==> src/rtl/mc_ctrl_fsm_if.sv <==
// Control/status bundle between the multicycle MIPS controller and its datapath.
// master = controller side, slave = datapath side.
interface mc_ctrl_fsm_if #(
  parameter int ST_W = 4
);
  logic [5:0]      op;
  logic            zero;
  logic            mem_ready;
  logic            pc_en;
  logic            iord;
  logic            mem_read;
  logic            mem_write;
  logic            ir_write;
  logic            mem_to_reg;
  logic            reg_dst;
  logic            reg_write;
  logic            alu_src_a;
  logic [1:0]      alu_src_b;
  logic [1:0]      alu_op;
  logic [1:0]      pc_source;
  logic            illegal_op;
  logic [ST_W-1:0] state;

  modport master (
    input  op, zero, mem_ready,
    output pc_en, iord, mem_read, mem_write, ir_write, mem_to_reg, reg_dst,
           reg_write, alu_src_a, alu_src_b, alu_op, pc_source, illegal_op, state
  );

  modport slave (
    output op, zero, mem_ready,
    input  pc_en, iord, mem_read, mem_write, ir_write, mem_to_reg, reg_dst,
           reg_write, alu_src_a, alu_src_b, alu_op, pc_source, illegal_op, state
  );
endinterface

==> src/rtl/mc_ctrl_fsm.sv <==
// Multicycle MIPS control FSM: 3-5 cycles/insn, +1 cycle per mem_ready-low cycle in FETCH/MEMRD/MEMWR.
// Optional bne support is enabled by defining MC_CTRL_BNE_EN.
module mc_ctrl_fsm #(
  parameter int ST_W       = 4,
  parameter bit FETCH_WAIT = 1'b1
) (
  input logic           clk,
  input logic           reset,
  mc_ctrl_fsm_if.master bus
);
  localparam logic [5:0] OP_RTYPE = 6'b000000;
  localparam logic [5:0] OP_LW    = 6'b100011;
  localparam logic [5:0] OP_SW    = 6'b101011;
  localparam logic [5:0] OP_BEQ   = 6'b000100;
  localparam logic [5:0] OP_J     = 6'b000010;
  localparam logic [5:0] OP_ADDI  = 6'b001000;
`ifdef MC_CTRL_BNE_EN
  localparam logic [5:0] OP_BNE   = 6'b000101;
`endif

  typedef enum logic [3:0] {
    FETCH     = 4'd0,
    DECODE    = 4'd1,
    MEMADR    = 4'd2,
    MEMRD     = 4'd3,
    MEMWB     = 4'd4,
    MEMWR     = 4'd5,
    EXEC      = 4'd6,
    ALUWB     = 4'd7,
    BRANCH    = 4'd8,
    JUMP      = 4'd9,
    ADDI_EX   = 4'd10,
    ADDI_WB   = 4'd11
`ifdef MC_CTRL_BNE_EN
    , BRANCH_NE = 4'd12
`endif
  } state_t;

  state_t     state_q, state_d;
  logic       iord_c, mem_read_c, mem_write_c, ir_write_c;
  logic       mem_to_reg_c, reg_dst_c, reg_write_c, alu_src_a_c;
  logic [1:0] alu_src_b_c, alu_op_c, pc_source_c;
  logic       pc_write, branch, branch_ne, illegal_c;
  logic       fetch_done;

  assign fetch_done = (FETCH_WAIT == 1'b0) | bus.mem_ready;

  always_ff @(posedge clk) begin
    if (!reset) state_q <= FETCH;
    else        state_q <= state_d;
  end

  always_comb begin
    state_d      = FETCH;
    iord_c       = 1'b0;
    mem_read_c   = 1'b0;
    mem_write_c  = 1'b0;
    ir_write_c   = 1'b0;
    mem_to_reg_c = 1'b0;
    reg_dst_c    = 1'b0;
    reg_write_c  = 1'b0;
    alu_src_a_c  = 1'b0;
    alu_src_b_c  = 2'b00;
    alu_op_c     = 2'b00;
    pc_source_c  = 2'b00;
    pc_write     = 1'b0;
    branch       = 1'b0;
    branch_ne    = 1'b0;
    illegal_c    = 1'b0;
    case (state_q)
      FETCH: begin
        mem_read_c  = 1'b1;
        alu_src_b_c = 2'b01;
        if (fetch_done) begin
          ir_write_c = 1'b1;
          pc_write   = 1'b1;
          state_d    = DECODE;
        end
      end
      DECODE: begin
        alu_src_b_c = 2'b11;
        case (bus.op)
          OP_LW, OP_SW: state_d = MEMADR;
          OP_RTYPE:     state_d = EXEC;
          OP_BEQ:       state_d = BRANCH;
          OP_J:         state_d = JUMP;
          OP_ADDI:      state_d = ADDI_EX;
`ifdef MC_CTRL_BNE_EN
          OP_BNE:       state_d = BRANCH_NE;
`endif
          default:      illegal_c = 1'b1;
        endcase
      end
      MEMADR: begin
        alu_src_a_c = 1'b1;
        alu_src_b_c = 2'b10;
        state_d     = (bus.op == OP_SW) ? MEMWR : MEMRD;
      end
      MEMRD: begin
        iord_c     = 1'b1;
        mem_read_c = 1'b1;
        state_d    = bus.mem_ready ? MEMWB : MEMRD;
      end
      MEMWB: begin
        reg_write_c  = 1'b1;
        mem_to_reg_c = 1'b1;
      end
      // Address and strobe stay asserted for the whole wait so the write is stable.
      MEMWR: begin
        iord_c      = 1'b1;
        mem_write_c = 1'b1;
        state_d     = bus.mem_ready ? FETCH : MEMWR;
      end
      EXEC: begin
        alu_src_a_c = 1'b1;
        alu_op_c    = 2'b10;
        state_d     = ALUWB;
      end
      ALUWB: begin
        reg_write_c = 1'b1;
        reg_dst_c   = 1'b1;
      end
      BRANCH: begin
        alu_src_a_c = 1'b1;
        alu_op_c    = 2'b01;
        pc_source_c = 2'b01;
        branch      = 1'b1;
      end
`ifdef MC_CTRL_BNE_EN
      BRANCH_NE: begin
        alu_src_a_c = 1'b1;
        alu_op_c    = 2'b01;
        pc_source_c = 2'b01;
        branch_ne   = 1'b1;
      end
`endif
      JUMP: begin
        pc_write    = 1'b1;
        pc_source_c = 2'b10;
      end
      ADDI_EX: begin
        alu_src_a_c = 1'b1;
        alu_src_b_c = 2'b10;
        state_d     = ADDI_WB;
      end
      ADDI_WB: begin
        reg_write_c = 1'b1;
      end
      default: ;
    endcase
  end

  // While reset is held, present FETCH decode with every strobe masked off.
  assign bus.iord       = reset & iord_c;
  assign bus.mem_read   = reset & mem_read_c;
  assign bus.mem_write  = reset & mem_write_c;
  assign bus.ir_write   = reset & ir_write_c;
  assign bus.mem_to_reg = reset & mem_to_reg_c;
  assign bus.reg_dst    = reset & reg_dst_c;
  assign bus.reg_write  = reset & reg_write_c;
  assign bus.alu_src_a  = reset & alu_src_a_c;
  assign bus.alu_src_b  = reset ? alu_src_b_c : 2'b01;
  assign bus.alu_op     = reset ? alu_op_c    : 2'b00;
  assign bus.pc_source  = reset ? pc_source_c : 2'b00;
  assign bus.illegal_op = reset & illegal_c;
  assign bus.pc_en      = reset & (pc_write | (branch & bus.zero) | (branch_ne & ~bus.zero));
  assign bus.state      = ST_W'(state_q);
endmodule

==> src/flat_wrapper.sv <==
// flat-port wrapper written by rule: the top's interface ports become plain ports
module mc_ctrl_fsm_flat 
#(
  parameter int ST_W       = 4,
  parameter bit FETCH_WAIT = 1'b1
)
  (clk, reset, bus_op, bus_zero, bus_mem_ready, bus_pc_en, bus_iord, bus_mem_read, bus_mem_write, bus_ir_write, bus_mem_to_reg, bus_reg_dst, bus_reg_write, bus_alu_src_a, bus_alu_src_b, bus_alu_op, bus_pc_source, bus_illegal_op, bus_state);
  mc_ctrl_fsm_if #(.ST_W(ST_W)) bus_i ();
  input logic clk;
  input logic reset;
  input wire logic [$bits(bus_i.op)-1:0] bus_op;
  input wire logic [$bits(bus_i.zero)-1:0] bus_zero;
  input wire logic [$bits(bus_i.mem_ready)-1:0] bus_mem_ready;
  output wire logic [$bits(bus_i.pc_en)-1:0] bus_pc_en;
  output wire logic [$bits(bus_i.iord)-1:0] bus_iord;
  output wire logic [$bits(bus_i.mem_read)-1:0] bus_mem_read;
  output wire logic [$bits(bus_i.mem_write)-1:0] bus_mem_write;
  output wire logic [$bits(bus_i.ir_write)-1:0] bus_ir_write;
  output wire logic [$bits(bus_i.mem_to_reg)-1:0] bus_mem_to_reg;
  output wire logic [$bits(bus_i.reg_dst)-1:0] bus_reg_dst;
  output wire logic [$bits(bus_i.reg_write)-1:0] bus_reg_write;
  output wire logic [$bits(bus_i.alu_src_a)-1:0] bus_alu_src_a;
  output wire logic [$bits(bus_i.alu_src_b)-1:0] bus_alu_src_b;
  output wire logic [$bits(bus_i.alu_op)-1:0] bus_alu_op;
  output wire logic [$bits(bus_i.pc_source)-1:0] bus_pc_source;
  output wire logic [$bits(bus_i.illegal_op)-1:0] bus_illegal_op;
  output wire logic [$bits(bus_i.state)-1:0] bus_state;
  assign bus_i.op = bus_op;
  assign bus_i.zero = bus_zero;
  assign bus_i.mem_ready = bus_mem_ready;
  assign bus_pc_en = bus_i.pc_en;
  assign bus_iord = bus_i.iord;
  assign bus_mem_read = bus_i.mem_read;
  assign bus_mem_write = bus_i.mem_write;
  assign bus_ir_write = bus_i.ir_write;
  assign bus_mem_to_reg = bus_i.mem_to_reg;
  assign bus_reg_dst = bus_i.reg_dst;
  assign bus_reg_write = bus_i.reg_write;
  assign bus_alu_src_a = bus_i.alu_src_a;
  assign bus_alu_src_b = bus_i.alu_src_b;
  assign bus_alu_op = bus_i.alu_op;
  assign bus_pc_source = bus_i.pc_source;
  assign bus_illegal_op = bus_i.illegal_op;
  assign bus_state = bus_i.state;
  mc_ctrl_fsm #(.ST_W(ST_W), .FETCH_WAIT(FETCH_WAIT)) u_core (.clk(clk), .reset(reset), .bus(bus_i));
endmodule
==> config.mk <==
export PLATFORM = sky130hd
export DESIGN_NAME = mc_ctrl_fsm_flat
export DESIGN_NICKNAME = d
export VERILOG_FILES = /design/src/rtl/mc_ctrl_fsm_if.sv /design/src/rtl/mc_ctrl_fsm.sv /design/src/flat_wrapper.sv
export SDC_FILE = /design/constraint.sdc
export NUM_CORES = 1
export LEC_CHECK = 0
export ABC_AREA = 1
export CAP_MARGIN = 25
export CORE_MARGIN = 4
export CORE_UTILIZATION = 33
export DETAILED_ROUTE_END_ITERATION = 6
export PLACE_DENSITY = 0.74
export SLEW_MARGIN = 15
export SYNTH_ARGS = -nofsm -noshare
export SYNTH_HDL_FRONTEND = slang
export SYNTH_SLANG_ARGS = --single-unit
==> constraint.sdc <==
create_clock -name clk -period 1 [get_ports clk]
set_input_delay 0.15 -clock clk [delete_from_list [all_inputs] [get_ports clk]]
set_output_delay 0.15 -clock clk [all_outputs]
set_load 0.02 [all_outputs]
==> results_dict.tcl, run 1 <==
set metrics [dict create \
    placed_cells 172 \
    postSynthCellCount 102 \
    port_buffers 29 \
    synth.area.mux_share 0 \
    post_synth_num_cell_types 18 \
    post_cts.resized_instances 151 \
    number_of_standard_cell_rows_in_the_floorplan 13 \
    sink_count 4 \
    error_line "[ERROR DPL-0033] detailed placement checks failed during check placement." \
    haltStage "clock tree synthesis" \
    synth_compound_gate_area_share 0.0949 \
    synth.avg_cell_area_um2 5.04 \
    clock_tree.root_cell "sky130_fd_sc_hd__clkbuf_4" \
    netlist_area_um2 514 \
    yosys_top_cell_area_share 0.204 \
    floorplan.initialDensity 0.372 \
    htreeDepth 1 \
    synth_seq_area_share 0.156 \
    synth_simple_gate_area_frac 0.633 \
    post-cts-setup-buffers 9 \
    ys.warnings.count 0 \
    io_pins 30 \
    detailedPlacementHpwl_um 1700 \
    inserted_clock_buffers 3 \
    ys_seq_elements 4 \
    post_synth_main_area_contributors "sky130_fd_sc_hd__nor2_1, sky130_fd_sc_hd__nand2_1, sky130_fd_sc_hd__dfxtp_1" \
    synth.largest_area_cell "sky130_fd_sc_hd__nor2_1" \
    die_width_um 47.5 \
    synthXorXnorAreaFrac 0 \
    synth_top_family_by_area "simple AND/OR/NAND/NOR gates" \
    cts_buffer_depth 2 \
    die_h_um 47.5 \
    postCtsHoldBufs 0 \
    place_congestion 0.839 \
    result_of_the_run "did not finish" \
    net_count_of_the_mapped_netlist 112 \
    synthAdderAreaFrac 0 \
]
==> cells in the mapped netlist <==
master                     number
sky130_fd_sc_hd__a31oi_1        1
sky130_fd_sc_hd__nor2_1        28
sky130_fd_sc_hd__a21oi_1        5
sky130_fd_sc_hd__nand2_1       22
sky130_fd_sc_hd__nand2_2        1
sky130_fd_sc_hd__o21ai_0        1
sky130_fd_sc_hd__o21ai_1        1
sky130_fd_sc_hd__a211oi_1       1
sky130_fd_sc_hd__nor2_2         4
sky130_fd_sc_hd__inv_2          3
sky130_fd_sc_hd__dfxtp_1        4
sky130_fd_sc_hd__nand3_1       13
sky130_fd_sc_hd__nand3b_1       1
sky130_fd_sc_hd__nand4_1        1
sky130_fd_sc_hd__clkinv_1       2
sky130_fd_sc_hd__nor3_1         1
sky130_fd_sc_hd__inv_1         11
sky130_fd_sc_hd__nor2_4         2
==> cell families after synthesis <==
| logic type | after synthesis |
|---|---|
| AOI/OAI and AO/OA | 9 |
| buffers and inverters | 16 |
| DFF | 4 |
| and+or+nand+nor | 73 |
==> through the flow <==
stage	setup WS [ps]	utilization	cell area [µm²]
2_1_floorplan	-272	-	644
3_3_place_gp	-926	0.831	1150
3_5_place_dp	-989	0.831	1150
==> run 2: changes to the inputs <==
--- a/config.mk
+++ b/config.mk
@@ -7,10 +7,10 @@
 export LEC_CHECK = 0
 export ABC_AREA = 1
 export CAP_MARGIN = 25
-export CORE_MARGIN = 4
-export CORE_UTILIZATION = 33
+export CORE_AREA = 4 4 65 67
 export DETAILED_ROUTE_END_ITERATION = 6
-export PLACE_DENSITY = 0.74
+export DIE_AREA = 0 0 69 71
+export PLACE_DENSITY_LB_ADDON = 0.15
 export SLEW_MARGIN = 15
 export SYNTH_ARGS = -nofsm -noshare
 export SYNTH_HDL_FRONTEND = slang
==> constraint.sdc (replaced) <==
create_clock -name clk -period 1.3 [get_ports clk]
set_input_delay 0.195 -clock clk [delete_from_list [all_inputs] [get_ports clk]]
set_output_delay 0.195 -clock clk [all_outputs]
set_load 0.02 [all_outputs]
==> run 2 against run 1 <==
Against the previous run: the flow now finishes, with violations (negative setup slack); synthesized cell count unchanged; area after synthesis unchanged.
==> results_dict.tcl, run 2 <==
set metrics [dict create \
    result_of_the_run "complete, but fails checks" \
    violations "negative setup slack" \
    post-route-util 0.433 \
    worst-endpoint-arrival_ps 1350 \
    clk_pin_slew_worst_paths_ps 30 \
    wl_per_cell_um 11.2 \
    critPathBufInv 2 \
    post_synth_main_area_contributors "sky130_fd_sc_hd__nor2_1, sky130_fd_sc_hd__nand2_1, sky130_fd_sc_hd__dfxtp_1" \
    io_pins 30 \
    grt_pass1_wl_um 3920 \
    async_flop_share 0 \
    number_of_standard_cell_rows_in_the_floorplan 22 \
    grt_start_max_net_pins 7 \
    netlist_area_um2 514 \
    setup-violations-final 15 \
    crit_chain "buf_6 -> nor2_4 -> nand2_4 -> nor2_4 -> nor2_4 -> a21oi_4 -> buf_6" \
    hold_path.class "in2reg" \
    rsz_0062_raised_after_global_routing "yes" \
    synthTopCellsByCount "sky130_fd_sc_hd__nor2_1, sky130_fd_sc_hd__nand2_1, sky130_fd_sc_hd__nand3_1" \
    report.final.slew_viol_count 0 \
    hold_viol_final 0 \
    reg2regPathDepth 8 \
    synth.avg_cell_area_um2 5.04 \
    postCtsHoldBufs 0 \
    overall_global_routing_usage 0.0956 \
    final.setup.worst_slack_ps -242 \
    final.period_utilization 1.19 \
    report.power.total_uw 638 \
    antennaDiodeCount 0 \
    synth.largest_area_cell "sky130_fd_sc_hd__nor2_1" \
    slew-limit-headroom 0.842 \
    critical_path.startpoint "u_core.bus.state[3]" \
    number_of_global_route_vias_before_repair 893 \
    ys_seq_elements 4 \
    viasPerCell 4.04 \
    cap_viol_max_count 0 \
    yosys_top_cell_area_share 0.204 \
    antenna_found_initial 0 \
    crit_family "simple AND/OR/NAND/NOR gates" \
    globalRoute.totalOverflow 0 \
    crit_slowest_cell "sky130_fd_sc_hd__dfxtp_4" \
    postSynthCellCount 102 \
    cpPeakStageDelay_ps 360 \
    worstReg2RegEnd "u_core.bus.state[0]" \
    initialDrtViolationCount 11 \
    worst_path_most_repeated_cell "sky130_fd_sc_hd__nor2_4" \
    ys.warnings.count 0 \
    synth_enable_flop_cells 0 \
    post_synth_num_cell_types 18 \
    inserted_clock_buffers 3 \
    die_h_um 71 \
    power_density_nw_per_um2 406 \
    crit_fanout 4 \
    critPathKind "reg2out" \
    cts_buffer_depth 2 \
    floorplan_core_area_um2 3630 \
    fp.dieArea_um2 4900 \
    net_count_of_the_finished_layout 188 \
    antenna_violating_nets_post_route 0 \
    rrSetupSlack_ps 50 \
    clock_tree.root_cell "sky130_fd_sc_hd__clkbuf_8" \
    die_width_um 69 \
    drt-pass1-iter-count 4 \
    tritoncts_clock_tree "done" \
    num_vias 908 \
    ir_drop_mv 0.200 \
    sink_count 4 \
    place_congestion 0.831 \
    post-route-drc-count 0 \
    synth_seq_area_share 0.156 \
    final_cell_mix "sky130_fd_sc_hd__buf_4, sky130_fd_sc_hd__buf_6, sky130_fd_sc_hd__nor2_4" \
    max_clock_freq_mhz 649 \
    drive_gt1_frac 0.655 \
    critical_path_cell_count 7 \
    regToRegStartpoint "u_core.bus.state[3]" \
    most_frequent_cell_after_synthesis "sky130_fd_sc_hd__nor2_1" \
    clk-insertion-delay-late_ps 210 \
    largest_register_ff_count 4 \
    worst_slew_pin_slew_ps 237 \
    power_leakage_nw 0.741 \
    layout-area-overhead-vs-synth_pct 206 \
    wirelength_um 2510 \
    worstSetupEndpoint "bus_reg_write" \
    port_buffers 29 \
    cp-end-kind "output port" \
    setup.worst_path.start_class "register" \
    floorplan.initialDensity 0.142 \
    net_count_of_the_mapped_netlist 112 \
    synth-main-ff-cell "sky130_fd_sc_hd__dfxtp_1" \
    cp_data_required_time_ps 1110 \
    final_common_cell "sky130_fd_sc_hd__buf_4" \
    final.min_clock_period_ps 1540 \
    htreeDepth 1 \
    detailedPlacementHpwl_um 1920 \
    clock_skew_ps 4.42 \
]
[run 2: what timing repair did]
action / in CTS / in global routing
pin swaps: 8 / 17
hold endpoints to repair: 0 / 0
setup endpoints to repair: 21 / 20
buffers inserted: 4 / 8
resized for setup: 120 / 59
[run 2: cell families after synthesis]
group                  after synthesis  share of synthesized area
AND/OR/NAND/NOR                     73                      0.633
buffers and inverters               16                      0.117
AO/OA/AOI/OAI                        9                     0.0949
flip-flops                           4                      0.156
[run 2: metrics by stage]
step,TNS (ps),cell area (µm²),worst slack [ps],hold WS (ps),instances
after global placement,-11090,1170,-732,738,210
final,-2120,1570,-242,550,225
after detailed placement,-11510,1170,-760,719,210
after global routing,-2860,1570,-297,624,225
after floorplan,-17.4,583,-17.4,413,102
after CTS,-1480,1290,-191,618,218
[run 2: worst min-delay path: cells and delay by family]
family,cells,cell delay (ps)
buf+inv,1,120
simple gates,6,400
[run 2: layer usage]
layer	track usage	wire [µm]	vias to the layer above
met5	0	0	-
met4	0.0195	0	0
met3	0.0185	103	0
met2	0.178	1360	22
met1	0.113	1040	414
li1	-	-	472
[run 2: power breakdown]
part | switching [mW] | total, mW | internal (mW)
clock network | 0.0600 | 0.269 | 0.209
registers | 0.00903 | 0.129 | 0.120
logic | 0.123 | 0.240 | 0.117
[run 2: how the worst min path moves through the flow]
stage	start	end	slack, ps	cells past startpoint
after floorplan	bus_mem_ready	u_core.bus.state[2]	410	4
final	bus_op[3]	u_core.bus.state[2]	550	7
after CTS	bus_op[0]	u_core.bus.state[3]	620	6
after global routing	bus_mem_ready	u_core.bus.state[2]	620	6
after global placement	u_core.bus.state[2]	u_core.bus.state[3]	740	4
after detailed placement	u_core.bus.state[2]	u_core.bus.state[3]	720	4
[run 2: cell type report]
cell class | instances | area [µm²]
well taps | 48 | 60.1
fillers | 381 | 2060
flip-flops and latches | 4 | 95.1
inverters | 16 | 62.6
repair buffers | 71 | 666
multi-input cells | 82 | 643
clock buffers | 4 | 45.0
(Power assumes the default switching activity.)
